[config.mk]
export PLATFORM = sky130hd
export DESIGN_NAME = ras_ckpt_ctrl_flat
export DESIGN_NICKNAME = d
export VERILOG_FILES = /design/src/rtl/ras_pkg.sv /design/src/rtl/ras_ckpt_ctrl_if.sv /design/src/rtl/ras_ckpt_ram.sv /design/src/rtl/ras_ckpt_ctrl.sv /design/src/flat_wrapper.sv
export SDC_FILE = /design/constraint.sdc
export NUM_CORES = 1
export LEC_CHECK = 0
export CORE_MARGIN = 1.5
export CORE_UTILIZATION = 30
export CTS_CLUSTER_SIZE = 8
export DETAILED_ROUTE_END_ITERATION = 10
export SETUP_SLACK_MARGIN = 0.1
export SYNTH_ARGS = -nofsm -noshare
export SYNTH_HDL_FRONTEND = slang
export SYNTH_SLANG_ARGS = --single-unit
[constraint.sdc]
create_clock -name clock -period 3.7 [get_ports clock]
set_clock_uncertainty 0.05 [all_clocks]
set_input_delay 0.74 -clock clock [delete_from_list [all_inputs] [get_ports clock]]
set_output_delay 0.74 -clock clock [all_outputs]
set_load 0.005 [all_outputs]
[src/rtl/ras_pkg.sv]
// Shared RAS definitions: stack geometry, checkpoint queue depth, controller FSM state and checkpoint entry layout.
package ras_pkg;

  localparam int unsigned RAS_DEPTH      = 16;
  localparam int unsigned RAS_PTR_W      = 4;
  localparam int unsigned RAS_DATA_W     = 64;
  localparam int unsigned RAS_CKPT_DEPTH = 8;
  localparam int unsigned RAS_CKPT_TAG_W = $clog2(RAS_CKPT_DEPTH);

  typedef enum logic [0:0] {
    IDLE   = 1'b0,
    REPAIR = 1'b1
  } ras_ckpt_state_e;

  typedef struct packed {
    logic [RAS_PTR_W-1:0]  ptr;
    logic [RAS_DATA_W-1:0] tos;
  } ras_ckpt_entry_t;

endpackage

[src/rtl/ras_ckpt_ctrl_if.sv]
// Fetch/execute/retire <-> RAS checkpoint controller signal bundle; slave is the controller side.
interface ras_ckpt_ctrl_if
  import ras_pkg::*;
#(
  parameter int unsigned TAG_W  = RAS_CKPT_TAG_W,
  parameter int unsigned PTR_W  = RAS_PTR_W,
  parameter int unsigned DATA_W = RAS_DATA_W
);

  logic              alloc_valid_i;
  logic              alloc_ready_o;
  logic [PTR_W-1:0]  alloc_ptr_i;
  logic [DATA_W-1:0] alloc_tos_i;
  logic [TAG_W-1:0]  alloc_tag_o;
  logic              commit_valid_i;
  logic              mispred_valid_i;
  logic [TAG_W-1:0]  mispred_tag_i;
  logic              flush_rt_i;
  logic              ras_restore_valid_o;
  logic [PTR_W-1:0]  ras_restore_ptr_o;
  logic              ras_repair_we_o;
  logic [PTR_W-1:0]  ras_repair_idx_o;
  logic [DATA_W-1:0] ras_repair_data_o;
  logic [PTR_W-1:0]  ras_ptr_rt_o;
  logic              fetch_stall_o;
  logic [TAG_W:0]    count_o;

  modport slave (
    input  alloc_valid_i, alloc_ptr_i, alloc_tos_i,
    input  commit_valid_i, mispred_valid_i, mispred_tag_i, flush_rt_i,
    output alloc_ready_o, alloc_tag_o,
    output ras_restore_valid_o, ras_restore_ptr_o,
    output ras_repair_we_o, ras_repair_idx_o, ras_repair_data_o,
    output ras_ptr_rt_o, fetch_stall_o, count_o
  );

  modport master (
    output alloc_valid_i, alloc_ptr_i, alloc_tos_i,
    output commit_valid_i, mispred_valid_i, mispred_tag_i, flush_rt_i,
    input  alloc_ready_o, alloc_tag_o,
    input  ras_restore_valid_o, ras_restore_ptr_o,
    input  ras_repair_we_o, ras_repair_idx_o, ras_repair_data_o,
    input  ras_ptr_rt_o, fetch_stall_o, count_o
  );

endinterface

[src/rtl/ras_ckpt_ram.sv]
// Checkpoint register file: one write port (tail), read ports for commit (head) and mispredict (tag).
// Top-of-stack storage exists only when RAS_CKPT_REPAIR_EN is defined.
module ras_ckpt_ram #(
  parameter int unsigned DEPTH  = 8,
  parameter int unsigned TAG_W  = 3,
  parameter int unsigned PTR_W  = 4,
  parameter int unsigned DATA_W = 64
) (
  input  logic              clk,
  input  logic              i_we,
  input  logic [TAG_W-1:0]  i_waddr,
  input  logic [PTR_W-1:0]  i_wptr,
  input  logic [DATA_W-1:0] i_wtos,
  input  logic [TAG_W-1:0]  i_raddr0,
  output logic [PTR_W-1:0]  o_rptr0,
  input  logic [TAG_W-1:0]  i_raddr1,
  output logic [PTR_W-1:0]  o_rptr1,
  output logic [DATA_W-1:0] o_rtos1
);

  logic [PTR_W-1:0] r_ptr [DEPTH];

  // Entries are only read while live, so the array needs no reset
  always_ff @(posedge clk) begin
    if (i_we) r_ptr[i_waddr] <= i_wptr;
  end

  assign o_rptr0 = r_ptr[i_raddr0];
  assign o_rptr1 = r_ptr[i_raddr1];

`ifdef RAS_CKPT_REPAIR_EN
  logic [DATA_W-1:0] r_tos [DEPTH];

  always_ff @(posedge clk) begin
    if (i_we) r_tos[i_waddr] <= i_wtos;
  end

  assign o_rtos1 = r_tos[i_raddr1];
`else
  logic w_unused_tos;

  assign w_unused_tos = ^i_wtos;
  assign o_rtos1      = '0;
`endif

endmodule

[src/rtl/ras_ckpt_ctrl.sv]
// RAS checkpoint/recovery controller: checkpoints RAS state per in-flight branch, restores it on
// mispredict or retire flush. RAS_CKPT_REPAIR_EN adds the top-of-stack repair write and REPAIR state.
module ras_ckpt_ctrl
  import ras_pkg::*;
#(
  parameter int unsigned DEPTH  = RAS_CKPT_DEPTH,
  parameter int unsigned TAG_W  = $clog2(DEPTH),
  parameter int unsigned PTR_W  = RAS_PTR_W,
  parameter int unsigned DATA_W = RAS_DATA_W
) (
  input logic            clock,
  input logic            reset_n,
  ras_ckpt_ctrl_if.slave bus
);

  localparam int unsigned CNT_W = TAG_W + 1;

  logic [CNT_W-1:0]  r_head;
  logic [CNT_W-1:0]  r_tail;
  logic [PTR_W-1:0]  r_ptr_rt;
  logic              r_restore_valid;
  logic [PTR_W-1:0]  r_restore_ptr;
  logic              r_stall;

  logic [CNT_W-1:0]  w_count;
  logic              w_empty;
  logic              w_full;
  logic              w_ready;
  logic [TAG_W-1:0]  w_tag_off;
  logic [CNT_W-1:0]  w_mis_new_tail;
  logic              w_mis_live;
  logic              w_mis_acc;
  logic              w_commit;
  logic              w_alloc;
  logic              w_restore_nxt;
  logic              w_stall_nxt;
  logic [PTR_W-1:0]  w_ptr_rt_nxt;
  logic [PTR_W-1:0]  w_rd_head_ptr;
  logic [PTR_W-1:0]  w_rd_tag_ptr;
  logic [DATA_W-1:0] w_rd_tag_tos;

  assign w_count = r_tail - r_head;
  assign w_empty = (r_head == r_tail);
  assign w_full  = (r_head[TAG_W] != r_tail[TAG_W]) &&
                   (r_head[TAG_W-1:0] == r_tail[TAG_W-1:0]);

  // A tag is live when its distance from head is below the occupancy
  assign w_tag_off      = TAG_W'(bus.mispred_tag_i - r_head[TAG_W-1:0]);
  assign w_mis_live     = bus.mispred_valid_i && ({1'b0, w_tag_off} < w_count);
  assign w_mis_new_tail = r_head + {1'b0, w_tag_off} + CNT_W'(1);
  assign w_mis_acc      = w_mis_live && !bus.flush_rt_i;

  assign w_commit      = bus.commit_valid_i && !w_empty;
  assign w_alloc       = bus.alloc_valid_i && w_ready && !bus.flush_rt_i && !bus.mispred_valid_i;
  assign w_ptr_rt_nxt  = w_commit ? w_rd_head_ptr : r_ptr_rt;
  assign w_restore_nxt = bus.flush_rt_i || w_mis_acc;

  ras_ckpt_ram #(
    .DEPTH  (DEPTH),
    .TAG_W  (TAG_W),
    .PTR_W  (PTR_W),
    .DATA_W (DATA_W)
  ) u_ram (
    .clk      (clock),
    .i_we     (w_alloc),
    .i_waddr  (r_tail[TAG_W-1:0]),
    .i_wptr   (bus.alloc_ptr_i),
    .i_wtos   (bus.alloc_tos_i),
    .i_raddr0 (r_head[TAG_W-1:0]),
    .o_rptr0  (w_rd_head_ptr),
    .i_raddr1 (bus.mispred_tag_i),
    .o_rptr1  (w_rd_tag_ptr),
    .o_rtos1  (w_rd_tag_tos)
  );

  // Queue pointers; a mispredict rewinds tail to just past the offending branch
  always_ff @(posedge clock or negedge reset_n) begin
    if (!reset_n) begin
      r_head <= '0;
      r_tail <= '0;
    end else if (bus.flush_rt_i) begin
      r_head <= r_tail;
    end else begin
      if (w_commit) r_head <= r_head + CNT_W'(1);
      if (w_mis_acc)    r_tail <= w_mis_new_tail;
      else if (w_alloc) r_tail <= r_tail + CNT_W'(1);
    end
  end

  // Committed pointer and restore pulse; a flush restores the post-commit value
  always_ff @(posedge clock or negedge reset_n) begin
    if (!reset_n) begin
      r_ptr_rt        <= '0;
      r_restore_valid <= 1'b0;
      r_restore_ptr   <= '0;
      r_stall         <= 1'b0;
    end else begin
      r_ptr_rt        <= w_ptr_rt_nxt;
      r_restore_valid <= w_restore_nxt;
      r_stall         <= w_stall_nxt;
      if (bus.flush_rt_i)  r_restore_ptr <= w_ptr_rt_nxt;
      else if (w_mis_acc)  r_restore_ptr <= w_rd_tag_ptr;
      else                 r_restore_ptr <= '0;
    end
  end

`ifdef RAS_CKPT_REPAIR_EN
  ras_ckpt_state_e   r_state;
  ras_ckpt_state_e   w_state_nxt;
  logic              w_repair_we_nxt;
  logic [DATA_W-1:0] r_rep_tos;
  logic              r_repair_we;
  logic [PTR_W-1:0]  r_repair_idx;
  logic [DATA_W-1:0] r_repair_data;

  always_ff @(posedge clock or negedge reset_n) begin
    if (!reset_n) r_state <= IDLE;
    else          r_state <= w_state_nxt;
  end

  // REPAIR coincides with the restore cycle; the write issues as it exits unless superseded
  always_comb begin
    w_state_nxt     = r_state;
    w_repair_we_nxt = 1'b0;
    if (bus.flush_rt_i) begin
      w_state_nxt = IDLE;
    end else if (w_mis_acc) begin
      w_state_nxt = REPAIR;
    end else if (r_state == REPAIR) begin
      w_state_nxt     = IDLE;
      w_repair_we_nxt = 1'b1;
    end
  end

  always_ff @(posedge clock or negedge reset_n) begin
    if (!reset_n) begin
      r_rep_tos     <= '0;
      r_repair_we   <= 1'b0;
      r_repair_idx  <= '0;
      r_repair_data <= '0;
    end else begin
      if (w_mis_acc) r_rep_tos <= w_rd_tag_tos;
      r_repair_we   <= w_repair_we_nxt;
      r_repair_idx  <= w_repair_we_nxt ? r_restore_ptr : '0;
      r_repair_data <= w_repair_we_nxt ? r_rep_tos : '0;
    end
  end

  assign w_ready     = (r_state == IDLE) && !w_full;
  assign w_stall_nxt = w_restore_nxt || w_repair_we_nxt;

  assign bus.ras_repair_we_o   = r_repair_we;
  assign bus.ras_repair_idx_o  = r_repair_idx;
  assign bus.ras_repair_data_o = r_repair_data;
`else
  logic w_unused_tos;

  assign w_unused_tos = ^w_rd_tag_tos;
  assign w_ready      = !w_full;
  assign w_stall_nxt  = w_restore_nxt;

  assign bus.ras_repair_we_o   = 1'b0;
  assign bus.ras_repair_idx_o  = '0;
  assign bus.ras_repair_data_o = '0;
`endif

  assign bus.alloc_ready_o       = w_ready;
  assign bus.alloc_tag_o         = r_tail[TAG_W-1:0];
  assign bus.count_o             = w_count;
  assign bus.ras_restore_valid_o = r_restore_valid;
  assign bus.ras_restore_ptr_o   = r_restore_ptr;
  assign bus.ras_ptr_rt_o        = r_ptr_rt;
  assign bus.fetch_stall_o       = r_stall;

endmodule

[src/flat_wrapper.sv]
// flat-port wrapper written by rule: the top's interface ports become plain ports
module ras_ckpt_ctrl_flat import ras_pkg::*;
#(
  parameter int unsigned DEPTH  = RAS_CKPT_DEPTH,
  parameter int unsigned TAG_W  = $clog2(DEPTH),
  parameter int unsigned PTR_W  = RAS_PTR_W,
  parameter int unsigned DATA_W = RAS_DATA_W
)
  (clock, reset_n, bus_alloc_valid_i, bus_alloc_ptr_i, bus_alloc_tos_i, bus_commit_valid_i, bus_mispred_valid_i, bus_mispred_tag_i, bus_flush_rt_i, bus_alloc_ready_o, bus_alloc_tag_o, bus_ras_restore_valid_o, bus_ras_restore_ptr_o, bus_ras_repair_we_o, bus_ras_repair_idx_o, bus_ras_repair_data_o, bus_ras_ptr_rt_o, bus_fetch_stall_o, bus_count_o);
  ras_ckpt_ctrl_if #(.TAG_W(TAG_W), .PTR_W(PTR_W), .DATA_W(DATA_W)) bus_i ();
  input logic clock;
  input logic reset_n;
  input wire logic [$bits(bus_i.alloc_valid_i)-1:0] bus_alloc_valid_i;
  input wire logic [$bits(bus_i.alloc_ptr_i)-1:0] bus_alloc_ptr_i;
  input wire logic [$bits(bus_i.alloc_tos_i)-1:0] bus_alloc_tos_i;
  input wire logic [$bits(bus_i.commit_valid_i)-1:0] bus_commit_valid_i;
  input wire logic [$bits(bus_i.mispred_valid_i)-1:0] bus_mispred_valid_i;
  input wire logic [$bits(bus_i.mispred_tag_i)-1:0] bus_mispred_tag_i;
  input wire logic [$bits(bus_i.flush_rt_i)-1:0] bus_flush_rt_i;
  output wire logic [$bits(bus_i.alloc_ready_o)-1:0] bus_alloc_ready_o;
  output wire logic [$bits(bus_i.alloc_tag_o)-1:0] bus_alloc_tag_o;
  output wire logic [$bits(bus_i.ras_restore_valid_o)-1:0] bus_ras_restore_valid_o;
  output wire logic [$bits(bus_i.ras_restore_ptr_o)-1:0] bus_ras_restore_ptr_o;
  output wire logic [$bits(bus_i.ras_repair_we_o)-1:0] bus_ras_repair_we_o;
  output wire logic [$bits(bus_i.ras_repair_idx_o)-1:0] bus_ras_repair_idx_o;
  output wire logic [$bits(bus_i.ras_repair_data_o)-1:0] bus_ras_repair_data_o;
  output wire logic [$bits(bus_i.ras_ptr_rt_o)-1:0] bus_ras_ptr_rt_o;
  output wire logic [$bits(bus_i.fetch_stall_o)-1:0] bus_fetch_stall_o;
  output wire logic [$bits(bus_i.count_o)-1:0] bus_count_o;
  assign bus_i.alloc_valid_i = bus_alloc_valid_i;
  assign bus_i.alloc_ptr_i = bus_alloc_ptr_i;
  assign bus_i.alloc_tos_i = bus_alloc_tos_i;
  assign bus_i.commit_valid_i = bus_commit_valid_i;
  assign bus_i.mispred_valid_i = bus_mispred_valid_i;
  assign bus_i.mispred_tag_i = bus_mispred_tag_i;
  assign bus_i.flush_rt_i = bus_flush_rt_i;
  assign bus_alloc_ready_o = bus_i.alloc_ready_o;
  assign bus_alloc_tag_o = bus_i.alloc_tag_o;
  assign bus_ras_restore_valid_o = bus_i.ras_restore_valid_o;
  assign bus_ras_restore_ptr_o = bus_i.ras_restore_ptr_o;
  assign bus_ras_repair_we_o = bus_i.ras_repair_we_o;
  assign bus_ras_repair_idx_o = bus_i.ras_repair_idx_o;
  assign bus_ras_repair_data_o = bus_i.ras_repair_data_o;
  assign bus_ras_ptr_rt_o = bus_i.ras_ptr_rt_o;
  assign bus_fetch_stall_o = bus_i.fetch_stall_o;
  assign bus_count_o = bus_i.count_o;
  ras_ckpt_ctrl #(.DEPTH(DEPTH), .TAG_W(TAG_W), .PTR_W(PTR_W), .DATA_W(DATA_W)) u_core (.clock(clock), .reset_n(reset_n), .bus(bus_i));
endmodule
Word-level counts from Yosys, hierarchy flattened
Memory sizes are Yosys's and may differ from the RTL's.
Index checks and enable logic that the tools add are counted.
Storage, ports and cells
  memories kept: 1
  output and inout bits: 87
  flip-flop bits (word level): 17
  RAM bits: 32
Operators by class
  multiplexer cells: 9
  reductions and logical operators: 15
  add/subtract/negate cells: 6
  magnitude comparators: 1
  equality and inequality tests: 3
  bitwise gates (word level): 1
Memory list
  u_core.u_ram.r_ptr: words 8, bits a word 4, read ports 2, clocked after memory_dff 0, wr ports 1, RTL line ras_ckpt_ram.sv:21  | logic [PTR_W-1:0] r_ptr [DEPTH];
Operator list (number)
  4-bit two-way mux: 7
  4-bit by 1-bit adder with 4-bit output (second input constant): 3
  1-bit logical AND: 7
  4-bit by 3-bit adder with 4-bit output: 1
  4-bit == test: 1
  1-bit logical NOT: 4
  3-bit by 4-bit < comparator with 1-bit output: 1
  2-bit nonzero test: 2
  4-bit subtractor: 1
  3-bit == test: 1
  3-bit subtractor: 1
  1-bit two-way mux: 2
  2-bit AND reduction: 1
  1-bit logical OR: 1
  1-bit != test: 1
  1-bit inverter: 1

Logic depth before layout (Yosys ltp)
Gate-level depths: netlist of the first run.
  depth after elaboration: 8
  mapped depth: 13
  gate-level depth less buffers: 12

By module
A second synthesis of the first run with hierarchy kept.
Second synthesis, totals
  cell total of the unflattened synthesis: 324
  area, all modules: 3768.6 um^2
Modules (own cells, without submodules)
  ras_ckpt_ram: cells an instance 138, area each 2044.5 um^2, times used 1, sequential area each 960.9 um^2
  ras_ckpt_ctrl: cells an instance 186, area each 1724.2 um^2, times used 1, sequential area each 425.4 um^2

Least setup slack after synthesis of the first run
OpenSTA, ideal clock, no wires.
  path kind: input port to flip-flop
  start: in bus_mispred_tag_i[0]
  end: reg u_core.r_tail[0]
  stages: 11
  setup slack: 694 ps
  data arrival time: 2833 ps
  cells stage by stage: clkinv_1 ha_1 inv_1 fa_1 ha_1 or3_1 a211oi_1 a211oi_2 buf_4 nor2_1 a21oi_1
On the way
  word-level cells in the longest chain between the ends: 6
Ends and longest elaborated chain
  start: declaration: RTL line flat_wrapper.sv:18  | input wire logic [$bits(bus_i.mispred_tag_i)-1:0] bus_mispred_tag_i;
  3-bit subtractor *: RTL line ras_ckpt_ctrl.sv:48  | assign w_tag_off = TAG_W'(bus.mispred_tag_i - r_head[TAG_W-1:0]);
  branches (longest 5 deep; another with 4-bit by 3-bit adder with 4-bit output)
  end signal: assignment: RTL line ras_ckpt_ctrl.sv:85  | if (w_mis_acc) r_tail <= w_mis_new_tail;
  end signal: assignment: RTL line ras_ckpt_ctrl.sv:86  | else if (w_alloc) r_tail <= r_tail + CNT_W'(1);
  end: declaration: RTL line ras_ckpt_ctrl.sv:19  | logic [CNT_W-1:0] r_tail;
Every way passes the cells marked *.
A chain may end at the register's enable or synchronous reset.

Final worst setup path of the first run
  start: in bus_mispred_tag_i[0]
  end: reg u_core.r_tail[3]
Same word-level chain as after synthesis.

==> key figures, run 1 <==
Run status
  – Status: complete, no violations

Timing
  – Slew @ Worst Pin: 0.910 ns
  – Final-report hold violation count: 0
  – Period utilization: 0.878
  – RSZ-0062 raised after global routing: no
  – Post-route minimum period: 3.25 ns
  – Final-layout worst hold slack: 0.522 ns
  – Worst slew margin: 0.392
  – Maximum operating frequency: 0.308 GHz
  – Setup-failing EPs final: 0
  – Fin. max-slew vios: 0

Place
  – DP Wirelength: 5000 um
  – Weighted congestion at the end of routability-driven global placement: 0.818
  – Count of buffers inserted at the top-level ports: 30
  – Number of cells in the design after placement: 444

Worst setup path
  – Worst path bufs/invs: 3
  – Critical-path maximum fanout: 11
  – Cell with the largest stage delay on the worst path: sky130_fd_sc_hd__a211oi_4
  – Critical Path Sink Type: flop
  – Worst setup path category: in2reg
  – CP startpoint kind: input port
  – Kind of cell adding the most delay to the critical path: adder cells
  – Arrival time of data at the critical path endpoint: 3.41 ns
  – Max incr delay on CP: 0.52 ns
  – Crit-path cells: clkdlybuf4s50_1, clkinv_1, ha_1, inv_1, fa_1, xnor2_1, xnor2_1, ha_1, o21a_1, a211oi_1, a211oi_4, mux2i_1
  – Crit path required time: 3.87 ns

Floorplan
  – Top-Level Pins: 164
  – Full die area: 0.0114 mm^2
  – Standard-cell rows: 37
  – Core box area: 0.0104 mm^2
  – Height of the die: 107 um
  – Starting Density: 0.310
  – Width of the chip: 107 um

Layout
  – Layout cell share with drive strength beyond 1: 0.104
  – Count of antenna diodes in the layout: 0
  – Post-Layout Cell Count: 452
  – P&R area growth vs syn: 10.7%
  – Filler Cell Count: 1041
  – Layout Nets: 406

Global route
  – Initial antenna violation count: 0
  – All-layer global routing usage: 0.122
  – First-pass GRT wire length: 10400 um
  – Remaining Overflow, GRT: 0
  – Pin count of the biggest net entering global routing: 18
  – Via count of the first global-routing pass: 1897

Min path
  – Type of the worst min-delay path: reg2reg

Synth
  – Number of flip-flops and latches in the synthesized netlist: 49
  – Post-synthesis instance area: 0.00322 mm^2
  – Mean instance size in the synthesized netlist: 11.5 um^2
  – Part of the Yosys area used for sequential elements: 0.431
  – Cells after Synth: 280
  – Commonest register cell after synthesis: sky130_fd_sc_hd__edfxtp_1
  – Yosys warning count: 0
  – Async SR Flop Fraction: 0.347
  – Number of synthesized flops with an enable pin: 32
  – Count of unique library cells instantiated by Yosys: 42

Route
  – Routed wire per std cell: 14.9 um
  – DRC marker count from the first detailed-route iteration: 104
  – Number of remaining DRC errors: 0
  – Average via count per standard cell: 4.44
  – Total via count after detailed routing: 2008
  – DRT Pass-1 Iters: 4
  – Final antenna-violating net count: 0
  – Routed WL: 6760 um

Clock tree
  – Deepest clock path buffer count: 2
  – Clock transition at the registers of the reported paths: 0.10 ns
  – Cells resized by post-CTS repair: 0
  – Worst-skew pair later-pin latency: 0.30 ns
  – Number of levels the H-tree was split into: 2
  – # Post-CTS Setup Buffers: 0
  – Sinks on Clock Net: 49
  – CTS tree: yes
  – Hold buffer count at cts: 0
  – Clk root buf: sky130_fd_sc_hd__clkbuf_8
  – Cts bufs inserted: 5

Job
  – Maximum capacitance violations: 0

Power and ir drop
  – Leakage: 1.48 nW
  – PD cells: 782 mW/mm^2
  – VDD IR max: 0.284 mV
## cells in the final DEF, fill, tap and decap left out, types with 6 or more instances in the layout
master,n
sky130_fd_sc_hd__conb_1,69
sky130_fd_sc_hd__edfxtp_1,32
sky130_fd_sc_hd__clkdlybuf4s50_1,30
sky130_fd_sc_hd__mux2i_1,21
sky130_fd_sc_hd__dfrtp_1,17
sky130_fd_sc_hd__buf_4,14
sky130_fd_sc_hd__inv_1,12
sky130_fd_sc_hd__nand2_1,11
sky130_fd_sc_hd__ha_1,11
sky130_fd_sc_hd__xnor2_1,9
sky130_fd_sc_hd__nor2_1,9
sky130_fd_sc_hd__mux4_2,8
sky130_fd_sc_hd__a21oi_1,6
## state kept, by name, summed over array words and instances (netlist names)
| name | flops |
|---|---|
| u_core.bus.ras_ptr_rt_o | 4 |
| u_core.bus.ras_restore_ptr_o | 4 |
| u_core.u_ram.r_ptr | 32 |
| u_core.bus.ras_restore_valid_o | 1 |
| u_core.r_tail | 4 |
| u_core.r_head | 4 |
## final timing paths
path,from,end,slack (ns),cells after the start
worst max-delay path,bus_mispred_tag_i[0],u_core.r_tail[3]$_DFFE_PN0P_,0.45,12
worst min-delay path,u_core.bus.ras_ptr_rt_o[0]$_DFF_PN0_,u_core.bus.ras_ptr_rt_o[0]$_DFF_PN0_,0.52,1
worst max register to register,u_core.r_head[1]$_DFFE_PN0P_,u_core.r_tail[3]$_DFFE_PN0P_,0.81,9
worst min register to register,u_core.bus.ras_ptr_rt_o[0]$_DFF_PN0_,u_core.bus.ras_ptr_rt_o[0]$_DFF_PN0_,0.52,1
max in group asynchronous,reset_n,u_core.bus.ras_restore_ptr_o[3]$_DFF_PN0_,2.14,1
min in group asynchronous,reset_n,u_core.bus.ras_restore_valid_o$_DFF_PN0_,0.89,1
## cell usage after synthesis (all sizes together) (6+ instances only)
cell type	instances	area share
inv	12	0.014
dfrtp	17	0.13
nor2	9	0.010
nand2	11	0.013
a21oi	6	0.0093
xor2	6	0.019
buf	78	0.18
clkbuf	6	0.0070
xnor2	9	0.024
mux2i	21	0.065
edfxtp	32	0.30
ha	11	0.043
mux4	8	0.056
## cells by family after synthesis
kind of cell    count (synthesis)  share of synthesized area
flops                          49                      0.431
fa+ha+maj                      14                     0.0614
compound gates                 34                     0.0754
xor+xnor                       15                     0.0432
mux                            29                      0.121
simple gates                   41                     0.0630
other cells                     1                    0.00117
buf+inv                        97                      0.204
## layer usage
metal | vias up | part of all wire | track usage | wire length (um)
li1 | 912 | - | - | -
met1 | 977 | 0.44 | 0.151 | 2990
met2 | 103 | 0.48 | 0.209 | 3270
met3 | 16 | 0.048 | 0.0231 | 325
met4 | 0 | 0.025 | 0.0505 | 170
met5 | - | 0 | 0 | 0
## worst reg2reg max path, stage by stage (launching register included)
cell                       delay, ns
sky130_fd_sc_hd__dfrtp_1        0.50
sky130_fd_sc_hd__inv_1          0.18
sky130_fd_sc_hd__fa_1           0.43
sky130_fd_sc_hd__xnor2_1        0.20
sky130_fd_sc_hd__xnor2_1        0.12
sky130_fd_sc_hd__ha_1           0.29
sky130_fd_sc_hd__o21a_1         0.14
sky130_fd_sc_hd__a211oi_1       0.11
sky130_fd_sc_hd__a211oi_4       0.52
sky130_fd_sc_hd__mux2i_1        0.28
## through the flow
step / area [um^2] / TNS, ns / total power [mW] / util / setup WS, ns
2_1_floorplan: 3470 / 0 / 1.86 / - / 0.694
3_3_place_gp: 3440 / -0.532 / 2.37 / 0.332 / -0.115
3_5_place_dp: 3440 / -0.314 / 2.39 / 0.332 / -0.0804
4_1_cts: 3550 / 0 / 2.78 / 0.343 / 0.225
5_1_grt: 3560 / 0 / 3.00 / 0.343 / 0.257
6_report: 3560 / 0 / 2.79 / 0.343 / 0.453
## power by group
part | internal, mW | leakage, nW | total [mW] | switching [mW]
Sequential | 0.697 | 0.488 | 0.805 | 0.109
Clock | 0.203 | 0.0554 | 0.389 | 0.186
Combinational | 0.794 | 0.941 | 1.59 | 0.798
## layout make-up
type	count	area, um^2	area share
Clock buffer	6	72.6	0.0204
Clock inverter	2	38.8	0.0109
Inverter	13	48.8	0.0137
Multi-Input combinational cell	202	1440	0.404
Sequential cell	49	1390	0.389
Tap cell	136	170	0.0478
Timing Repair Buffer	44	405	0.114
(Power assumes the default switching activity.)
==> run 2: changes to the inputs <==
--- a/config.mk
+++ b/config.mk
@@ -9,6 +9,7 @@
 export CORE_UTILIZATION = 30
 export CTS_CLUSTER_SIZE = 8
 export DETAILED_ROUTE_END_ITERATION = 10
+export GPL_ROUTABILITY_DRIVEN = 1
 export SETUP_SLACK_MARGIN = 0.1
 export SYNTH_ARGS = -nofsm -noshare
 export SYNTH_HDL_FRONTEND = slang
==> constraint.sdc (replaced) <==
create_clock -name clock -period 3.7 [get_ports clock]
set_clock_uncertainty 0.05 [all_clocks]
set_input_delay 0.74 -clock clock [delete_from_list [all_inputs] [get_ports clock]]
set_output_delay 0.74 -clock clock [all_outputs]
set_load 0.05 [all_outputs]
==> run 2 against run 1 <==
Flip-flop and latch count did not move. Combinational power is 39% higher. Die area stayed put. Routed wire length grew 0.18%. Clock power decreased by 18%. Final cell count shrank 0.22%. Register-to-register slack is essentially flat. Global-route usage decreased by 0.078 points. Largest cell class unchanged. Largest power group unchanged. Highest routed layer unchanged.
==> key figures, run 2 (synthesis results as in run 1) <==
Run status
  – Status: complete, no violations

Place
  – Count of buffers inserted at the top-level ports: 30 (unchanged)
  – Cell area after placement: 0.00343 mm^2 (-0.29%)
  – Weighted congestion at the end of routability-driven global placement: 0.818 (about the same)
  – DP Wirelength: 5020 um (+0.25%)
  – Number of cells in the design after placement: 443 (-0.23%)
  – Post-place setup slack: -0.117 ns (-0.0370 ns)

Global route
  – Via count of the first global-routing pass: 1895 (-0.11%)
  – First-pass GRT wire length: 10300 um (-1.6%)
  – Initial antenna violation count: 0 (unchanged)
  – All-layer global routing usage: 0.121 (-0.000782)
  – Pin count of the biggest net entering global routing: 18 (unchanged)
  – Remaining Overflow, GRT: 0 (unchanged)

Route
  – Final antenna-violating net count: 0 (unchanged)
  – DRC marker count from the first detailed-route iteration: 116 (+12%)
  – DRT Pass-1 Iters: 5 (+1)
  – Average via count per standard cell: 4.46 (+0.32%)
  – Total via count after detailed routing: 2010 (+0.10%)
  – Routed WL: 6770 um (+0.18%)
  – Number of remaining DRC errors: 0 (unchanged)
  – Routed wire per std cell: 15.0 um (+0.40%)

Min path
  – Endpoint with the worst hold slack: u_core.bus.ras_ptr_rt_o[0]$_DFF_PN0_
  – Launch point of the worst hold path: u_core.bus.ras_ptr_rt_o[0]$_DFF_PN0_
  – Count of cells along the worst hold path: 1 (unchanged)
  – Type of the worst min-delay path: reg2reg

Worst setup path
  – RR Endpoint: u_core.bus.ras_restore_ptr_o[2]$_DFF_PN0_
  – Source of the worst register-to-register timing path: u_core.r_head[1]$_DFFE_PN0P_
  – Worst setup path category: reg2out
  – Crit path required time: 2.91 ns (-0.96 ns)
  – Critical-path maximum fanout: 11 (unchanged)
  – Worst reg2reg setup slack: 0.80 ns (about the same)
  – Critical Path Sink Type: output pin
  – CP startpoint kind: flop
  – Depth of the most critical reg-to-reg path: 9 (unchanged)
  – Arrival time of data at the critical path endpoint: 2.54 ns (-0.87 ns)

Timing
  – RSZ-0062 raised after global routing: no
  – Slew @ Worst Pin: 0.921 ns (+0.0112 ns)
  – Worst slew margin: 0.384 (-0.00746)
  – Final-report hold violation count: 0 (unchanged)
  – Period utilization: 0.900 (+0.0225)
  – Post-route minimum period: 3.33 ns (+0.0833 ns)
  – Setup-failing EPs final: 0 (unchanged)
  – Post-layout worst setup margin: 0.370 ns (-0.0833 ns)
  – Maximum operating frequency: 0.300 GHz (-2.5%)
  – Fin. max-slew vios: 0 (unchanged)

Floorplan
  – Core box area: 0.0104 mm^2 (unchanged)
  – Height of the die: 107 um (unchanged)
  – Starting Density: 0.310 (unchanged)
  – Top-Level Pins: 164 (unchanged)
  – Standard-cell rows: 37 (unchanged)
  – Full die area: 0.0114 mm^2 (unchanged)
  – Width of the chip: 107 um (unchanged)

Layout
  – Post-Layout Cell Count: 451 (-0.22%)
  – Top reg by flops: u_core.u_ram.r_ptr
  – Sequential standard cell area: 0.00139 mm^2 (unchanged)
  – Most common cell after layout, fill and taps aside: sky130_fd_sc_hd__conb_1
  – Layout Nets: 405 (-0.25%)
  – Util after Layout: 0.340 (-0.00326)
  – Filler Cell Count: 1055 (+1.3%)
  – Count of antenna diodes in the layout: 0 (unchanged)
  – Highest-count cells in the layout ignoring fill and taps: sky130_fd_sc_hd__conb_1 (69), sky130_fd_sc_hd__edfxtp_1 (32), sky130_fd_sc_hd__clkdlybuf4s50_1 (29)
  – Final cell area excluding filler cells: 0.00353 mm^2 (-0.95%)
  – Flip-flop count of the largest register, all copies and words added: 32 (unchanged)
  – Multi-input gate area in the final layout: 0.00144 mm^2 (unchanged)
  – Layout cell share with drive strength beyond 1: 0.105 (+0.000332)
  – P&R area growth vs syn: 9.60%

Power and ir drop
  – Clock Power Share: 0.096 (-0.044)
  – Switching portion of total power: 0.518 (+0.126)
  – Leakage: 1.46 nW (-1.5%)
  – Cell internal pwr: 1.61 mW (-5.2%)
  – Part of the power in registers: 0.242 (-0.047)
  – Gate power share: 0.662 (+0.091)
  – Sw Pwr: 1.73 mW (+58%)
  – PD cells: 944 mW/mm^2 (+21%)
  – VDD IR max: 0.387 mV (+36%)

Clock tree
  – Deepest clock path buffer count: 2 (unchanged)
  – Number of levels the H-tree was split into: 2 (unchanged)
  – Cts bufs inserted: 5 (unchanged)
  – CTS tree: yes
  – Sinks on Clock Net: 49 (unchanged)
  – Clock transition at the registers of the reported paths: 0.09 ns (about the same)
  – Worst-skew pair later-pin latency: 0.31 ns (about the same)
  – Clk root buf: sky130_fd_sc_hd__clkbuf_8
  – # Post-CTS Setup Buffers: 0 (unchanged)

Job
  – Maximum capacitance violations: 0 (unchanged)
==> run 2: worst max-delay path by stage <==
stage                                       from                                         to  slack [ns]  depth (start not counted)
floorplan                   bus_mispred_tag_i[0]               u_core.r_tail[0]$_DFFE_PN0P_        0.69                         11
global placement            bus_mispred_tag_i[0]  u_core.bus.ras_restore_ptr_o[2]$_DFF_PN0_       -0.14                         12
detailed placement          bus_mispred_tag_i[0]               u_core.r_tail[3]$_DFFE_PN0P_       -0.12                         12
CTS                         bus_mispred_tag_i[0]  u_core.bus.ras_restore_ptr_o[2]$_DFF_PN0_        0.18                         12
global route                bus_mispred_tag_i[0]               u_core.r_tail[3]$_DFFE_PN0P_        0.22                         12
finish              u_core.r_tail[1]$_DFFE_PN0P_                             bus_count_o[2]        0.37                          5
==> run 2: area by class of cell <==
class,instances,area share
tap,136,0.0482
clock inverter,2,0.00426
sequential,49,0.393
multi-input combinational,202,0.408
timing repair buffer,43,0.112
inverter,13,0.0138
clock buffer,6,0.0206
==> run 2: power by group through the flow <==
| stage | combinational, mW | sequential (mW) | clock (mW) |
|---|---|---|---|
| after floorplan | 1.56 | 0.948 | 0 |
| after global placement | 2.18 | 0.811 | 0 |
| after detailed placement | 2.20 | 0.816 | 0 |
| after CTS | 2.21 | 0.806 | 0.329 |
| after global routing | 2.36 | 0.822 | 0.342 |
| final | 2.21 | 0.806 | 0.319 |
==> run 2: metrics by stage <==
step                      hold slack (ns)  setup TNS (ns)  power [mW]
after floorplan                     0.394               0        2.51
after global placement              0.492          -0.716        2.99
after detailed placement            0.502          -0.746        3.01
after CTS                           0.524               0        3.34
after global routing                0.552               0        3.53
final                               0.521               0        3.33
==> run 2: critical path: stages (launching register included) <==
cell,delay (ns)
sky130_fd_sc_hd__dfrtp_1,0.59
sky130_fd_sc_hd__inv_1,0.14
sky130_fd_sc_hd__fa_1,0.45
sky130_fd_sc_hd__xor2_1,0.19
sky130_fd_sc_hd__inv_1,0.06
sky130_fd_sc_hd__clkdlybuf4s50_1,0.80
==> run 2: per-layer routing <==
layer | up-vias | share of wire | global-route usage
li1 | 910 | - | -
met1 | 967 | 0.43 | 0.149
met2 | 115 | 0.48 | 0.211
met3 | 18 | 0.063 | 0.0219
met4 | 0 | 0.028 | 0.0486
met5 | - | 0 | 0
==> run 2: repair_timing <==
item,4_1_cts,5_1_grt
endpoints found under the setup margin,0,5
resized for setup,0,1
hold buffers,0,0
